<file path="src/rtl/sim_mmio_monitor_pkg.sv">
// rtl/sim_mmio_monitor_pkg.sv - shared widths, state encoding and default MMIO map
package sim_mmio_monitor_pkg;

    localparam int XLEN_DEFAULT = 32;

    localparam logic [31:0] DEF_EXIT_ADR     = 32'h0;
    localparam logic [31:0] DEF_CONSOLE_ADR  = 32'h4;
    localparam logic [31:0] DEF_CYCLE_LO_ADR = 32'h8;
    localparam logic [31:0] DEF_CYCLE_HI_ADR = 32'hC;

    typedef enum logic [1:0] {
        RUN   = 2'd0,
        DRAIN = 2'd1,
        DONE  = 2'd2
    } mmio_state_t;

endpackage

</file>
<file path="src/rtl/sim_mmio_monitor_if.sv">
// rtl/sim_mmio_monitor_if.sv - CPU data-port, console and status signals of the MMIO monitor
interface sim_mmio_monitor_if
    import sim_mmio_monitor_pkg::*;
#(
    parameter int XLEN = XLEN_DEFAULT
) ();

    logic              r_v;
    logic              w_v;
    logic [XLEN-1:0]   adr;
    logic [XLEN-1:0]   data;
    logic [XLEN/8-1:0] strobe;
    logic              hit;
    logic [XLEN-1:0]   resp;
    logic              resp_v;
    logic [7:0]        con_data;
    logic              con_v;
    logic              con_rdy;
    logic              overflow;
    logic              done;
    logic              timeout;
    logic [XLEN-1:0]   exit_status;

    modport master (
        output r_v, w_v, adr, data, strobe, con_rdy,
        input  hit, resp, resp_v, con_data, con_v, overflow, done, timeout, exit_status
    );

    modport slave (
        input  r_v, w_v, adr, data, strobe, con_rdy,
        output hit, resp, resp_v, con_data, con_v, overflow, done, timeout, exit_status
    );

endinterface

</file>
<file path="src/rtl/sim_mmio_monitor_sync_fifo.sv">
// rtl/sim_mmio_monitor_sync_fifo.sv - synchronous FIFO with registered head and wrap-bit pointers
module sync_fifo #(
    parameter int WIDTH = 8,
    parameter int DEPTH = 16
) (
    input  logic             clk,
    input  logic             rst,
    input  logic             push_i,
    input  logic [WIDTH-1:0] push_data_i,
    input  logic             pop_i,
    output logic [WIDTH-1:0] head_o,
    output logic             full_o,
    output logic             empty_o
);

    localparam int AW = $clog2(DEPTH);

    logic [WIDTH-1:0] mem_q [DEPTH];
    logic [AW:0]      wr_q, wr_d;
    logic [AW:0]      rd_q, rd_d;
    logic [AW:0]      count;
    logic [AW-1:0]    rd_nxt_idx;
    logic [WIDTH-1:0] head_q, head_d;
    logic             do_push;
    logic             do_pop;

    assign empty_o    = (wr_q == rd_q);
    assign full_o     = (wr_q[AW] != rd_q[AW]) && (wr_q[AW-1:0] == rd_q[AW-1:0]);
    assign count      = wr_q - rd_q;
    assign rd_nxt_idx = rd_q[AW-1:0] + 1'b1;
    // A push into a full FIFO only lands when the head leaves in the same cycle.
    assign do_push    = push_i && (!full_o || pop_i);
    assign do_pop     = pop_i && !empty_o;
    assign head_o     = head_q;

    // Next pointers and next registered head; the head comes from storage
    // unless the entry being pushed is about to become the head.
    always_comb begin
        wr_d   = wr_q;
        rd_d   = rd_q;
        head_d = head_q;
        if (do_push) begin
            wr_d = wr_q + 1'b1;
        end
        if (do_pop) begin
            rd_d = rd_q + 1'b1;
            if (count == (AW+1)'(1)) begin
                if (do_push) begin
                    head_d = push_data_i;
                end
            end else begin
                head_d = mem_q[rd_nxt_idx];
            end
        end else if (empty_o && do_push) begin
            head_d = push_data_i;
        end
    end

    // Pointer and head registers; reset discards contents by emptying the FIFO.
    always_ff @(posedge clk) begin
        if (rst) begin
            wr_q   <= '0;
            rd_q   <= '0;
            head_q <= '0;
        end else begin
            wr_q   <= wr_d;
            rd_q   <= rd_d;
            head_q <= head_d;
        end
    end

    // Entry storage, no reset needed since pointers gate visibility.
    always_ff @(posedge clk) begin
        if (do_push) begin
            mem_q[wr_q[AW-1:0]] <= push_data_i;
        end
    end

endmodule

</file>
<file path="src/rtl/sim_mmio_monitor.sv">
// rtl/sim_mmio_monitor.sv - MMIO exit/console/cycle-counter/watchdog monitor for the CPU bench
module sim_mmio_monitor
    import sim_mmio_monitor_pkg::*;
#(
    parameter int              XLEN           = XLEN_DEFAULT,
    parameter logic [XLEN-1:0] EXIT_ADR       = XLEN'(DEF_EXIT_ADR),
    parameter logic [XLEN-1:0] CONSOLE_ADR    = XLEN'(DEF_CONSOLE_ADR),
    parameter logic [XLEN-1:0] CYCLE_LO_ADR   = XLEN'(DEF_CYCLE_LO_ADR),
    parameter logic [XLEN-1:0] CYCLE_HI_ADR   = XLEN'(DEF_CYCLE_HI_ADR),
    parameter int              FIFO_DEPTH     = 16,
    parameter int              TIMEOUT_CYCLES = 0
) (
    input  logic              clk,
    input  logic              rst,
    sim_mmio_monitor_if.slave bus
);

    localparam int CW = 2 * XLEN;
    localparam logic [CW-1:0] TO_LAST = (TIMEOUT_CYCLES == 0) ? '0 : CW'(TIMEOUT_CYCLES - 1);

    mmio_state_t     state_q, state_d;
    logic [CW-1:0]   cycle_q, cycle_d;
    logic [XLEN-1:0] resp_q, resp_d;
    logic            resp_v_q, resp_v_d;
    logic [XLEN-1:0] exit_status_q, exit_status_d;
    logic            overflow_q, overflow_d;
    logic            timeout_q, timeout_d;

    logic hit_exit, hit_con, hit_lo, hit_hi;
    logic con_push, con_pop, exit_wr, wd_fire, rd_req;
    logic fifo_full, fifo_empty;
    logic unused_strobe;

    assign hit_exit = (bus.adr == EXIT_ADR);
    assign hit_con  = (bus.adr == CONSOLE_ADR);
    assign hit_lo   = (bus.adr == CYCLE_LO_ADR);
    assign hit_hi   = (bus.adr == CYCLE_HI_ADR);
    assign bus.hit  = (bus.r_v || bus.w_v) && (hit_exit || hit_con || hit_lo || hit_hi);

    // Only the low byte lane carries console data.
    assign unused_strobe = ^bus.strobe[XLEN/8-1:1];

    assign con_push = bus.w_v && hit_con && bus.strobe[0] && (state_q != DONE);
    assign con_pop  = !fifo_empty && bus.con_rdy;
    assign exit_wr  = bus.w_v && hit_exit && (state_q == RUN);
    assign wd_fire  = (TIMEOUT_CYCLES != 0) && (state_q == RUN) && (cycle_q == TO_LAST);
    // A simultaneous write wins; the read half of such a request is dropped.
    assign rd_req   = bus.r_v && !bus.w_v && bus.hit;

    sync_fifo #(
        .WIDTH (8),
        .DEPTH (FIFO_DEPTH)
    ) u_con_fifo (
        .clk         (clk),
        .rst         (rst),
        .push_i      (con_push),
        .push_data_i (bus.data[7:0]),
        .pop_i       (con_pop),
        .head_o      (bus.con_data),
        .full_o      (fifo_full),
        .empty_o     (fifo_empty)
    );

    // Next state: run/drain/done sequencing, counter, read response and sticky flags.
    always_comb begin
        state_d       = state_q;
        cycle_d       = (state_q == DONE) ? cycle_q : cycle_q + 1'b1;
        resp_v_d      = rd_req;
        resp_d        = '0;
        exit_status_d = exit_status_q;
        overflow_d    = overflow_q || (con_push && fifo_full && !con_pop);
        timeout_d     = timeout_q;

        if (rd_req) begin
            if (hit_lo) begin
                resp_d = cycle_q[XLEN-1:0];
            end else if (hit_hi) begin
                resp_d = cycle_q[CW-1:XLEN];
            end
        end

        case (state_q)
            RUN: begin
                if (exit_wr) begin
                    state_d       = DRAIN;
                    exit_status_d = bus.data;
                end else if (wd_fire) begin
                    state_d       = DRAIN;
                    exit_status_d = '1;
                    timeout_d     = 1'b1;
                end
            end
            DRAIN: begin
                // A byte pushed this cycle still has to drain before finishing.
                if (fifo_empty && !con_push) begin
                    state_d = DONE;
                end
            end
            DONE: begin
                state_d = DONE;
            end
            default: begin
                state_d = RUN;
            end
        endcase
    end

    // State registers with synchronous reset.
    always_ff @(posedge clk) begin
        if (rst) begin
            state_q       <= RUN;
            cycle_q       <= '0;
            resp_q        <= '0;
            resp_v_q      <= 1'b0;
            exit_status_q <= '0;
            overflow_q    <= 1'b0;
            timeout_q     <= 1'b0;
        end else begin
            state_q       <= state_d;
            cycle_q       <= cycle_d;
            resp_q        <= resp_d;
            resp_v_q      <= resp_v_d;
            exit_status_q <= exit_status_d;
            overflow_q    <= overflow_d;
            timeout_q     <= timeout_d;
        end
    end

    assign bus.resp        = resp_q;
    assign bus.resp_v      = resp_v_q;
    assign bus.con_v       = !fifo_empty;
    assign bus.overflow    = overflow_q;
    assign bus.done        = (state_q == DONE);
    assign bus.timeout     = timeout_q;
    assign bus.exit_status = exit_status_q;

    a_no_rw_collision: assert property (@(posedge clk) disable iff (rst) !(bus.r_v && bus.w_v));

endmodule
</file>
<file path="src/flat_wrapper.sv">
// flat-port wrapper written by rule: the top's interface ports become plain ports
module sim_mmio_monitor_flat import sim_mmio_monitor_pkg::*;
#(
    parameter int              XLEN           = XLEN_DEFAULT,
    parameter logic [XLEN-1:0] EXIT_ADR       = XLEN'(DEF_EXIT_ADR),
    parameter logic [XLEN-1:0] CONSOLE_ADR    = XLEN'(DEF_CONSOLE_ADR),
    parameter logic [XLEN-1:0] CYCLE_LO_ADR   = XLEN'(DEF_CYCLE_LO_ADR),
    parameter logic [XLEN-1:0] CYCLE_HI_ADR   = XLEN'(DEF_CYCLE_HI_ADR),
    parameter int              FIFO_DEPTH     = 16,
    parameter int              TIMEOUT_CYCLES = 0
)
  (clk, rst, bus_r_v, bus_w_v, bus_adr, bus_data, bus_strobe, bus_con_rdy, bus_hit, bus_resp, bus_resp_v, bus_con_data, bus_con_v, bus_overflow, bus_done, bus_timeout, bus_exit_status);
  sim_mmio_monitor_if #(.XLEN(XLEN)) bus_i ();
  input  logic clk;
  input  logic rst;
  input wire logic [$bits(bus_i.r_v)-1:0] bus_r_v;
  input wire logic [$bits(bus_i.w_v)-1:0] bus_w_v;
  input wire logic [$bits(bus_i.adr)-1:0] bus_adr;
  input wire logic [$bits(bus_i.data)-1:0] bus_data;
  input wire logic [$bits(bus_i.strobe)-1:0] bus_strobe;
  input wire logic [$bits(bus_i.con_rdy)-1:0] bus_con_rdy;
  output wire logic [$bits(bus_i.hit)-1:0] bus_hit;
  output wire logic [$bits(bus_i.resp)-1:0] bus_resp;
  output wire logic [$bits(bus_i.resp_v)-1:0] bus_resp_v;
  output wire logic [$bits(bus_i.con_data)-1:0] bus_con_data;
  output wire logic [$bits(bus_i.con_v)-1:0] bus_con_v;
  output wire logic [$bits(bus_i.overflow)-1:0] bus_overflow;
  output wire logic [$bits(bus_i.done)-1:0] bus_done;
  output wire logic [$bits(bus_i.timeout)-1:0] bus_timeout;
  output wire logic [$bits(bus_i.exit_status)-1:0] bus_exit_status;
  assign bus_i.r_v = bus_r_v;
  assign bus_i.w_v = bus_w_v;
  assign bus_i.adr = bus_adr;
  assign bus_i.data = bus_data;
  assign bus_i.strobe = bus_strobe;
  assign bus_i.con_rdy = bus_con_rdy;
  assign bus_hit = bus_i.hit;
  assign bus_resp = bus_i.resp;
  assign bus_resp_v = bus_i.resp_v;
  assign bus_con_data = bus_i.con_data;
  assign bus_con_v = bus_i.con_v;
  assign bus_overflow = bus_i.overflow;
  assign bus_done = bus_i.done;
  assign bus_timeout = bus_i.timeout;
  assign bus_exit_status = bus_i.exit_status;
  sim_mmio_monitor #(.XLEN(XLEN), .EXIT_ADR(EXIT_ADR), .CONSOLE_ADR(CONSOLE_ADR), .CYCLE_LO_ADR(CYCLE_LO_ADR), .CYCLE_HI_ADR(CYCLE_HI_ADR), .FIFO_DEPTH(FIFO_DEPTH), .TIMEOUT_CYCLES(TIMEOUT_CYCLES)) u_core (.clk(clk), .rst(rst), .bus(bus_i));
endmodule
</file>
<file path="config.mk">
export PLATFORM = sky130hd
export DESIGN_NAME = sim_mmio_monitor_flat
export DESIGN_NICKNAME = d
export VERILOG_FILES = /design/src/rtl/sim_mmio_monitor_pkg.sv /design/src/rtl/sim_mmio_monitor_if.sv /design/src/rtl/sim_mmio_monitor_sync_fifo.sv /design/src/rtl/sim_mmio_monitor.sv /design/src/flat_wrapper.sv
export SDC_FILE = /design/constraint.sdc
export NUM_CORES = 1
export LEC_CHECK = 0
export CORE_AREA = 3 3 158 160
export DETAILED_ROUTE_END_ITERATION = 6
export DIE_AREA = 0 0 161 163
export GPL_TIMING_DRIVEN = 0
export PLACE_DENSITY_LB_ADDON = 0.2
export SYNTH_ARGS = -nofsm -noshare
export SYNTH_HDL_FRONTEND = slang
export SYNTH_SLANG_ARGS = --single-unit
</file>
<file path="constraint.sdc">
create_clock -name clk -period 2.7 [get_ports clk]
set_clock_uncertainty 0.05 [all_clocks]
set_input_delay 0.405 -clock clk [delete_from_list [all_inputs] [get_ports clk]]
set_output_delay 0.405 -clock clk [all_outputs]
set_load 0.005 [all_outputs]
</file>
==> flow_summary.json, run 1 <==
{
  "outcome": "completed",
  "hp-class": "in -> reg",
  "synth_seq_cells": 278,
  "placed_cell_area_sq_mm": 0.0136,
  "dpl.hpwl_mm": 20.3,
  "die_area_sq_mm": 0.0262,
  "seqPwrFrac_pct": 51.4,
  "clkTransAtPathRegs_ns": 0.06,
  "cp.arrival_ns": 2.14,
  "die_h_um": 163,
  "area_growth_pct": 26.7,
  "vias": 8525,
  "slowest_stage": "dfxtp_1",
  "yosys_warnings": 0,
  "period_share_pct": 96.1,
  "maxSlewViolCount": 0,
  "syn-num-nets": 1033,
  "num_rows": 56,
  "clkSinkCount": 278,
  "synth_area_sq_mm": 0.0118,
  "grt_max_degree": 19,
  "ys_types": 61,
  "syn_avg_cell_area_sq_um": 12.4,
  "worst_skew_pair.late_latency_ns": 0.55,
  "ant_nets": 0,
  "power.internal_mw": 6.82,
  "worstSetupStartpointType": "flop",
  "worstPathCellList": "inv_1 > ha_1 > and4_2 > nand2_2 > clkdlybuf4s15_1",
  "p_comb_share_pct": 2.4,
  "yosysSeqAreaShare_pct": 58.2,
  "multi_input_area_sq_mm": 0.00475,
  "final_area_sq_mm": 0.0149,
  "layout-drive-gt1-share_pct": 14.6,
  "cts_buffers": 30,
  "holdWs_ns": 0.411,
  "rsz0062_at_grt": "yes",
  "routedWlPerCell_um": 19.9,
  "finalSetupTns_ns": 0,
  "netlist_instances": 946,
  "crit_type": "reg -> out",
  "finalHoldViolCount": 0,
  "r2r_setup_slack_ns": 0.11,
  "crit_fanout": 5,
  "grt.total_usage_pct": 22.2,
  "tightest_slew_ns": 0.865,
  "fp.coreArea_sq_mm": 0.0235,
  "leakage_nw": 4.73,
  "fin_crit_ns": 2.59,
  "finalSetupViolations": 0,
  "fin_nets": 1217,
  "seqCellArea_sq_mm": 0.00685,
  "start_util_pct": 49.9,
  "max_stage_delay_ns": 0.42,
  "remaining_drc_errors": 0,
  "powerDensity_mw_per_mm2": 576,
  "switching_share_pct": 20.5,
  "cts_tree": "done",
  "finalPower_mw": 8.58,
  "htree_levels": 1,
  "cts_root_buffer": "clkbuf_16",
  "async_flop_share_pct": 0,
  "fill_cells": 1915,
  "portBuffers": 145,
  "ir_worst_vdd_uv": 535,
  "firstDrtPassIters": 5,
  "grt_pass1_vias": 8429,
  "antenna_found_initial": 0,
  "path_buf_inv": 2,
  "die_w_um": 161,
  "viasPerCell": 5.79,
  "worst_setup_path_end_kind": "output pin",
  "wirelength_mm": 29.3,
  "synth_top_flop_cell": "dfxtp_1",
  "max_freq_ghz": 0.385,
  "antennaDiodeCount": 0,
  "num_io_pins": 151,
  "grt_first_pass_wirelength_mm": 46.5,
  "cap_violations": 0,
  "synth-edff-count": 128,
  "drt_iter0_markers": 759,
  "gr-total-overflow": 0,
  "crit_required_ns": 2.25,
  "power_switching_mw": 1.76,
  "clockBufferDepth": 3,
  "gp_congestion": 0.884,
  "critical_path.top_delay_family": "simple AND/OR/NAND/NOR gates",
  "maxSlewHeadroom_pct": 41.8,
  "clock_power_share_pct": 46.2
}
## through the flow
step,setup WS [ns],util (%),instances
finish,0.105,63.3,1473
global route,-0.0188,63.3,1473
CTS,0.00321,62.8,1474
detailed placement,-0.973,57.9,1410
global placement,-0.876,57.9,1410
floorplan,0.00507,-,946
## per-layer routing
layer	wire length, um	part of all wire (%)	vias up	global-route usage [%]
met5	0	0	-	0
met2	13700	47	332	35.7
met1	12700	43	4149	31.4
met4	594	2.0	0	4.77
li1	-	-	3996	-
met3	2280	7.8	48	4.96
## logic make-up (layout without fill, tap and decap cells)
family,Yosys count,count (layout),share of synthesized area [%]
buf+inv,85,293,3.18
xor+xnor,40,40,2.98
fa+ha+maj,14,14,1.55
mux,75,75,10.8
flops,278,278,58.2
other cells,1,1,0.0319
simple gates,314,314,15.0
compound gates,139,139,8.17
## synthesized netlist by cell type, types with 20 or more instances
cell,count,share of area [%]
nor2_1,98,3.1
dfxtp_1,150,26
nand3_1,22,0.94
a21oi_1,40,1.7
nor3_1,20,0.85
clkbuf_1,40,1.3
mux2i_1,35,3.0
o31ai_1,23,1.5
and3_1,29,1.5
a22oi_1,33,2.1
edfxtp_1,128,33
inv_1,29,0.93
xnor2_1,26,1.9
or4_1,25,1.6
nand2_1,27,0.86
mux4_2,34,6.5
nand4_1,20,1.1
## final timing paths
check                            start                             end  cells after the start
max reg2reg          u_core.state_q[0]  u_core.u_con_fifo.mem_q[14][4]                      7
max          u_core.u_con_fifo.wr_q[0]                       bus_con_v                      5
min                                rst              u_core.cycle_q[61]                      3
min reg2reg        u_core.bus.overflow             u_core.bus.overflow                      2
## registers in the layout, indices dropped and copies added (netlist names)
name / flops
u_core.bus.resp: 32
u_core.bus.resp_v: 1
u_core.u_con_fifo.wr_q: 5
u_core.state_q: 2
u_core.u_con_fifo.rd_q: 5
u_core.u_con_fifo.mem_q: 128
u_core.bus.overflow: 1
u_core.cycle_q: 64
u_core.bus.exit_status: 32
u_core.u_con_fifo.head_o: 8
## worst min-delay path: stages
cell and delay, ns:
clkbuf_1 0.25, inv_1 0.19, o21a_1 0.13
## cells in the final DEF, fill, tap and decap left out, types with 10 or more instances in the layout
master,n
or3_1,12
ha_1,10
dfxtp_1,149
clkbuf_1,32
o21ai_0,14
a22oi_1,33
and3_1,17
mux2i_1,35
edfxtp_1,128
or4_1,25
and3_4,10
xor2_1,13
nor2_1,97
clkdlybuf4s50_1,143
nand2_1,26
inv_1,29
nor4_1,14
nor3_1,17
mux4_2,34
clkbuf_16,32
nand4_1,20
nand3_1,22
xnor2_1,25
buf_4,12
a2111oi_0,16
nor2_4,10
a21oi_1,40
o31ai_1,23
## area by class of cell
| type | count | share of cell area, % |
|---|---|---|
| plain buffers | 53 | 1.87 |
| clock inverters | 16 | 0.773 |
| repair buffers | 154 | 10.3 |
| well taps | 319 | 2.68 |
| flip-flops and latches | 278 | 46.0 |
| inverters | 30 | 0.756 |
| multi-input cells | 583 | 31.9 |
| clock buffers | 40 | 5.73 |
## what timing repair did
item | 4_1_cts | 5_1_grt
pin swaps | 9 | 1
setup buffers | 8 | 1
hold buffers | 0 | 0
gates resized for setup | 35 | 35
setup endpoints to repair | 200 | 170
## power by group through the flow
stage	logic [mW]	registers (mW)	clock network (mW)
global placement	0.198	4.50	0
detailed placement	0.202	4.50	0
CTS	0.205	4.41	4.04
floorplan	0.0423	4.50	0
finish	0.206	4.41	3.97
global route	0.221	4.41	4.21
(Power assumes the default switching activity.)
==> run 2: changes to the inputs <==
==> constraint.sdc (replaced) <==
create_clock -name clk -period 2.7 [get_ports clk]
set_clock_uncertainty 0.05 [all_clocks]
set_input_delay 0.405 -clock clk [delete_from_list [all_inputs] [get_ports clk]]
set_output_delay 0.405 -clock clk [all_outputs]
set_load 0.02 [all_outputs]
==> flow_summary.json, run 2 (synthesized netlist as in run 1, its figures left out) <==
{
  "finalSetupViolations": 0,
  "layout-drive-gt1-share_pct": 15.0,
  "gp_congestion": 0.847,
  "max_freq_ghz": 0.384,
  "max_stage_delay_ns": 0.42,
  "die_w_um": 161,
  "cp-startpoint": "bus_adr[26]",
  "wirelength_mm": 29.7,
  "ant_nets": 0,
  "final_area_sq_mm": 0.0150,
  "tightest_slew_ns": 0.834,
  "placed_cell_area_sq_mm": 0.0136,
  "switching_share_pct": 20.0,
  "clkTransAtPathRegs_ns": 0.06,
  "period_share_pct": 96.4,
  "layout_common_cells": "dfxtp_1, clkdlybuf4s50_1, edfxtp_1, nor2_1, a21oi_1",
  "fin_crit_ns": 2.60,
  "cts_root_buffer": "clkbuf_16",
  "outcome": "completed",
  "maxSlewViolCount": 0,
  "clock_power_share_pct": 47.6,
  "start_util_pct": 49.9,
  "cap_violations": 0,
  "r2r-start": "u_core.u_con_fifo.rd_q[1]",
  "viasPerCell": 5.79,
  "antenna_found_initial": 1,
  "remaining_drc_errors": 0,
  "instances_no_fill": 1472,
  "num_rows": 56,
  "crit_fanout": 4,
  "grt_max_degree": 19,
  "clkSinkCount": 278,
  "worst_skew_pair.late_latency_ns": 0.55,
  "reg2reg_depth": 6,
  "hp-class": "reg -> reg",
  "layout_commonest_cell": "dfxtp_1",
  "setup_ws_ns": 0.0974,
  "hold_buffers": 0,
  "min_from": "u_core.bus.overflow",
  "worstSetupStartpointType": "primary input",
  "finalSetupTns_ns": 0,
  "finalPower_mw": 8.80,
  "grt_first_pass_wirelength_mm": 46.4,
  "firstDrtPassIters": 5,
  "crit_type": "in -> out",
  "area_growth_pct": 27.3,
  "seqPwrFrac_pct": 50.1,
  "finalHoldViolCount": 0,
  "num_io_pins": 151,
  "power.internal_mw": 7.04,
  "die_area_sq_mm": 0.0262,
  "largest_register_ffs": 128,
  "holdPathStages": 2,
  "leakage_nw": 4.77,
  "worstPathCellList": "clkdlybuf4s50_1 > nor4_1 > nand4_1 > or2_4 > nor2_1 > clkdlybuf4s15_1",
  "fp.coreArea_sq_mm": 0.0235,
  "maxSlewHeadroom_pct": 44.4,
  "dpl.hpwl_mm": 20.2,
  "cts_buffers": 29,
  "die_h_um": 163,
  "grt_pass1_vias": 8428,
  "holdWs_ns": 0.428,
  "worst_setup_path_end_kind": "output pin",
  "dp_cells": 1410,
  "portBuffers": 145,
  "rr_endpoint": "u_core.u_con_fifo.head_o[4]",
  "power_switching_mw": 1.76,
  "final_util_pct": 63.6,
  "hold_end": "u_core.bus.overflow",
  "cts_tree": "done",
  "htree_levels": 1,
  "clockBufferDepth": 3,
  "p_comb_share_pct": 2.3,
  "vias": 8524,
  "crit_required_ns": 2.25,
  "dp_slack_ns": -0.933,
  "slowest_stage": "clkdlybuf4s50_1",
  "grt.total_usage_pct": 22.2,
  "cp.arrival_ns": 2.15,
  "gr-total-overflow": 0,
  "fill_cells": 1871,
  "r2r_setup_slack_ns": 0.1,
  "powerDensity_mw_per_mm2": 588,
  "fin_nets": 1216,
  "ir_worst_vdd_uv": 406,
  "routedWlPerCell_um": 20.2,
  "drt_iter0_markers": 618
}
run 2: cell types whose count changed in the layout (fill, tap and decap cells not counted), sizes merged:
cell,previous run,this run
inv,31,34
clkbuf,77,82
diode,0,1
dlygate4sd2,1,0
bufinv,1,2
clkinvlp,3,1
clkinv,11,3
run 2: final cells by class:
type	instances	area [sq um]	share of cell area [%]
tap	319	399	2.67
clock inverter	10	119	0.794
inverter	30	113	0.752
antenna	1	2.50	0.0167
sequential	278	6850	45.7
multi-input combinational	583	4760	31.8
clock buffer	44	915	6.11
buffer	53	285	1.91
timing repair buffer	154	1530	10.2
run 2: how the worst max path moves through the flow:
stage	to	slack [ns]	cells after the start
after floorplan	u_core.u_con_fifo.mem_q[12][0]	0.03	8
after global placement	u_core.u_con_fifo.mem_q[15][3]	-0.89	5
after detailed placement	u_core.u_con_fifo.mem_q[15][3]	-0.93	5
after CTS	u_core.u_con_fifo.head_o[3]	0.006	7
after global routing	u_core.u_con_fifo.head_o[6]	-0.03	10
final	bus_hit	0.1	6
run 2: power groups by stage:
stage	logic (mW)	clock network, mW	registers [mW]
final	0.206	4.19	4.41
after global routing	0.220	4.42	4.41
after CTS	0.203	4.26	4.41
after detailed placement	0.201	0	4.50
after global placement	0.198	0	4.50
after floorplan	0.0433	0	4.50
run 2: per-layer routing:
| layer | vias up | track usage [%] | routed length [um] | share of wire, % |
|---|---|---|---|---|
| li1 | 3987 | - | - | - |
| met1 | 4147 | 31.3 | 13000 | 44 |
| met2 | 346 | 35.8 | 13900 | 47 |
| met3 | 44 | 4.35 | 2220 | 7.5 |
| met4 | 0 | 5.59 | 615 | 2.1 |
| met5 | - | 0 | 0 | 0 |
run 2: critical path: cells and delay by family:
kind / cells / cell delay [ns]
buffers and inverters: 2 / 0.73
and+or+nand+nor: 4 / 0.99
run 2: what timing repair did:
item                                    4_1_cts  5_1_grt
setup buffers                                 7        2
hold endpoints to repair                      0        0
pin swaps                                     5        4
cloned                                        0        0
endpoints found under the setup margin      192      149
resized for setup                            42       36
==> run 3: changes to the inputs <==
--- a/config.mk
+++ b/config.mk
@@ -5,11 +5,13 @@
 export SDC_FILE = /design/constraint.sdc
 export NUM_CORES = 1
 export LEC_CHECK = 0
+export ABC_CLOCK_PERIOD_IN_PS = 2700
 export CORE_AREA = 3 3 158 160
 export DETAILED_ROUTE_END_ITERATION = 6
 export DIE_AREA = 0 0 161 163
 export GPL_TIMING_DRIVEN = 0
 export PLACE_DENSITY_LB_ADDON = 0.2
+export SKIP_CTS_REPAIR_TIMING = 1
 export SYNTH_ARGS = -nofsm -noshare
 export SYNTH_HDL_FRONTEND = slang
 export SYNTH_SLANG_ARGS = --single-unit
==> flow_summary.json, run 3 (synthesized netlist as in run 1, its figures left out) <==
{
  "finalPower_mw": 8.81,
  "viasPerCell": 5.82,
  "cap_violations": 0,
  "cts_buffers": 29,
  "grt_first_pass_wirelength_mm": 45.5,
  "layout_commonest_cell": "dfxtp_1",
  "maxSlewViolCount": 0,
  "layout-drive-gt1-share_pct": 14.4,
  "path_buf_inv": 2,
  "num_io_pins": 151,
  "clkSinkCount": 278,
  "fp.coreArea_sq_mm": 0.0235,
  "final_util_pct": 63.4,
  "hp-class": "in -> reg",
  "ir_worst_vdd_uv": 408,
  "grt.total_usage_pct": 21.8,
  "ant_nets": 0,
  "wirelength_mm": 29.6,
  "antenna_found_initial": 1,
  "gp_congestion": 0.847,
  "leakage_nw": 4.77,
  "largest_register_ffs": 128,
  "firstDrtPassIters": 5,
  "crit_fanout": 8,
  "clkTransAtPathRegs_ns": 0.06,
  "crit_type": "in -> reg",
  "remaining_drc_errors": 0,
  "grt_max_degree": 19,
  "die_w_um": 161,
  "clockBufferDepth": 3,
  "worstPathCellList": "clkdlybuf4s50_1 > nor4_1 > nand4_2 > buf_4 > or3_4 > nor4_4",
  "worst_setup_path_end_kind": "flop",
  "dpl.hpwl_mm": 20.2,
  "finalHoldViolCount": 0,
  "fin_crit_ns": 2.60,
  "holdWs_ns": 0.420,
  "tightest_slew_ns": 0.843,
  "area_growth_pct": 26.9,
  "cts_tree": "done",
  "crit_required_ns": 2.84,
  "worst_skew_pair.late_latency_ns": 0.55,
  "fin_nets": 1214,
  "layout_common_cells": "dfxtp_1, clkdlybuf4s50_1, edfxtp_1, nor2_1, a21oi_1",
  "drt_iter0_markers": 588,
  "num_rows": 56,
  "period_share_pct": 96.2,
  "start_util_pct": 49.9,
  "gr-total-overflow": 0,
  "fill_cells": 1872,
  "cts_root_buffer": "clkbuf_16",
  "finalSetupViolations": 0,
  "max_stage_delay_ns": 0.63,
  "grt_pass1_vias": 8306,
  "powerDensity_mw_per_mm2": 591,
  "outcome": "completed",
  "htree_levels": 1,
  "critical_path.top_delay_family": "simple AND/OR/NAND/NOR gates",
  "cp.arrival_ns": 2.73,
  "worstSetupStartpointType": "primary input",
  "die_h_um": 163,
  "maxSlewHeadroom_pct": 43.8,
  "routedWlPerCell_um": 20.1,
  "vias": 8561,
  "die_area_sq_mm": 0.0262,
  "slowest_stage": "nor4_4",
  "max_freq_ghz": 0.385,
  "portBuffers": 145
}
[run 3: cell count changes in the layout (fill, tap and decap cells not counted), moves of 2 or more]
cell,delta
and3_2,-4
nor4_2,+4
and3_1,+4
nor4_4,-3
buf_2,+2
[run 3: through the flow]
| step | cells | setup TNS, ns | worst slack [ns] | area (sq um) |
|---|---|---|---|---|
| after global routing | 1470 | -0.0360 | -0.0148 | 14900 |
| after global placement | 1410 | -140.53 | -0.890 | 13600 |
| after detailed placement | 1410 | -147.20 | -0.933 | 13600 |
| final | 1470 | 0 | 0.104 | 14900 |
| after floorplan | 946 | 0 | 0.0294 | 11800 |
| after CTS | 1464 | -58.60 | -0.540 | 14700 |
[run 3: cell type report]
class / instances / area [sq um] / area share, %
Sequential cell: 278 / 6850 / 45.9
Inverter: 30 / 113 / 0.755
Timing Repair Buffer: 152 / 1500 / 10.1
Tap cell: 319 / 399 / 2.68
Antenna cell: 1 / 2.50 / 0.0168
Clock buffer: 44 / 915 / 6.13
Buffer: 53 / 280 / 1.88
Multi-Input combinational cell: 583 / 4740 / 31.8
Clock inverter: 10 / 119 / 0.797
[run 3: worst paths after layout]
check / start / to / slack (ns) / cells past startpoint
worst min register to register: u_core.bus.overflow / u_core.bus.overflow / 0.43 / 2
worst max register to register: u_core.state_q[0] / u_core.u_con_fifo.mem_q[15][4] / 0.11 / 5
worst min-delay path: bus_data[13] / u_core.bus.exit_status[13] / 0.42 / 3
worst max-delay path: bus_adr[7] / u_core.u_con_fifo.mem_q[15][4] / 0.10 / 6
[run 3: worst reg2reg max path, cell delays in order, from the launching register on]
cell	delay, ns
dfxtp_1	0.33
inv_1	0.09
ha_4	0.22
or3_4	0.45
or3_4	0.46
nor4_4	0.63
[run 3: routing by layer]
| layer | GRT usage, % | vias up | wire, um |
|---|---|---|---|
| li1 | - | 3982 | - |
| met1 | 31.0 | 4181 | 13000 |
| met5 | 0 | - | 0 |
| met2 | 34.6 | 361 | 13900 |
| met3 | 4.20 | 37 | 2250 |
| met4 | 5.79 | 0 | 443 |
[run 3: power breakdown]
part	switching, mW	leakage [nW]	internal, mW	total [mW]
clock network	1.66	0.510	2.54	4.20
logic	0.102	1.90	0.102	0.204
registers	0.00525	2.36	4.40	4.41
total	1.77	4.77	7.04	8.81
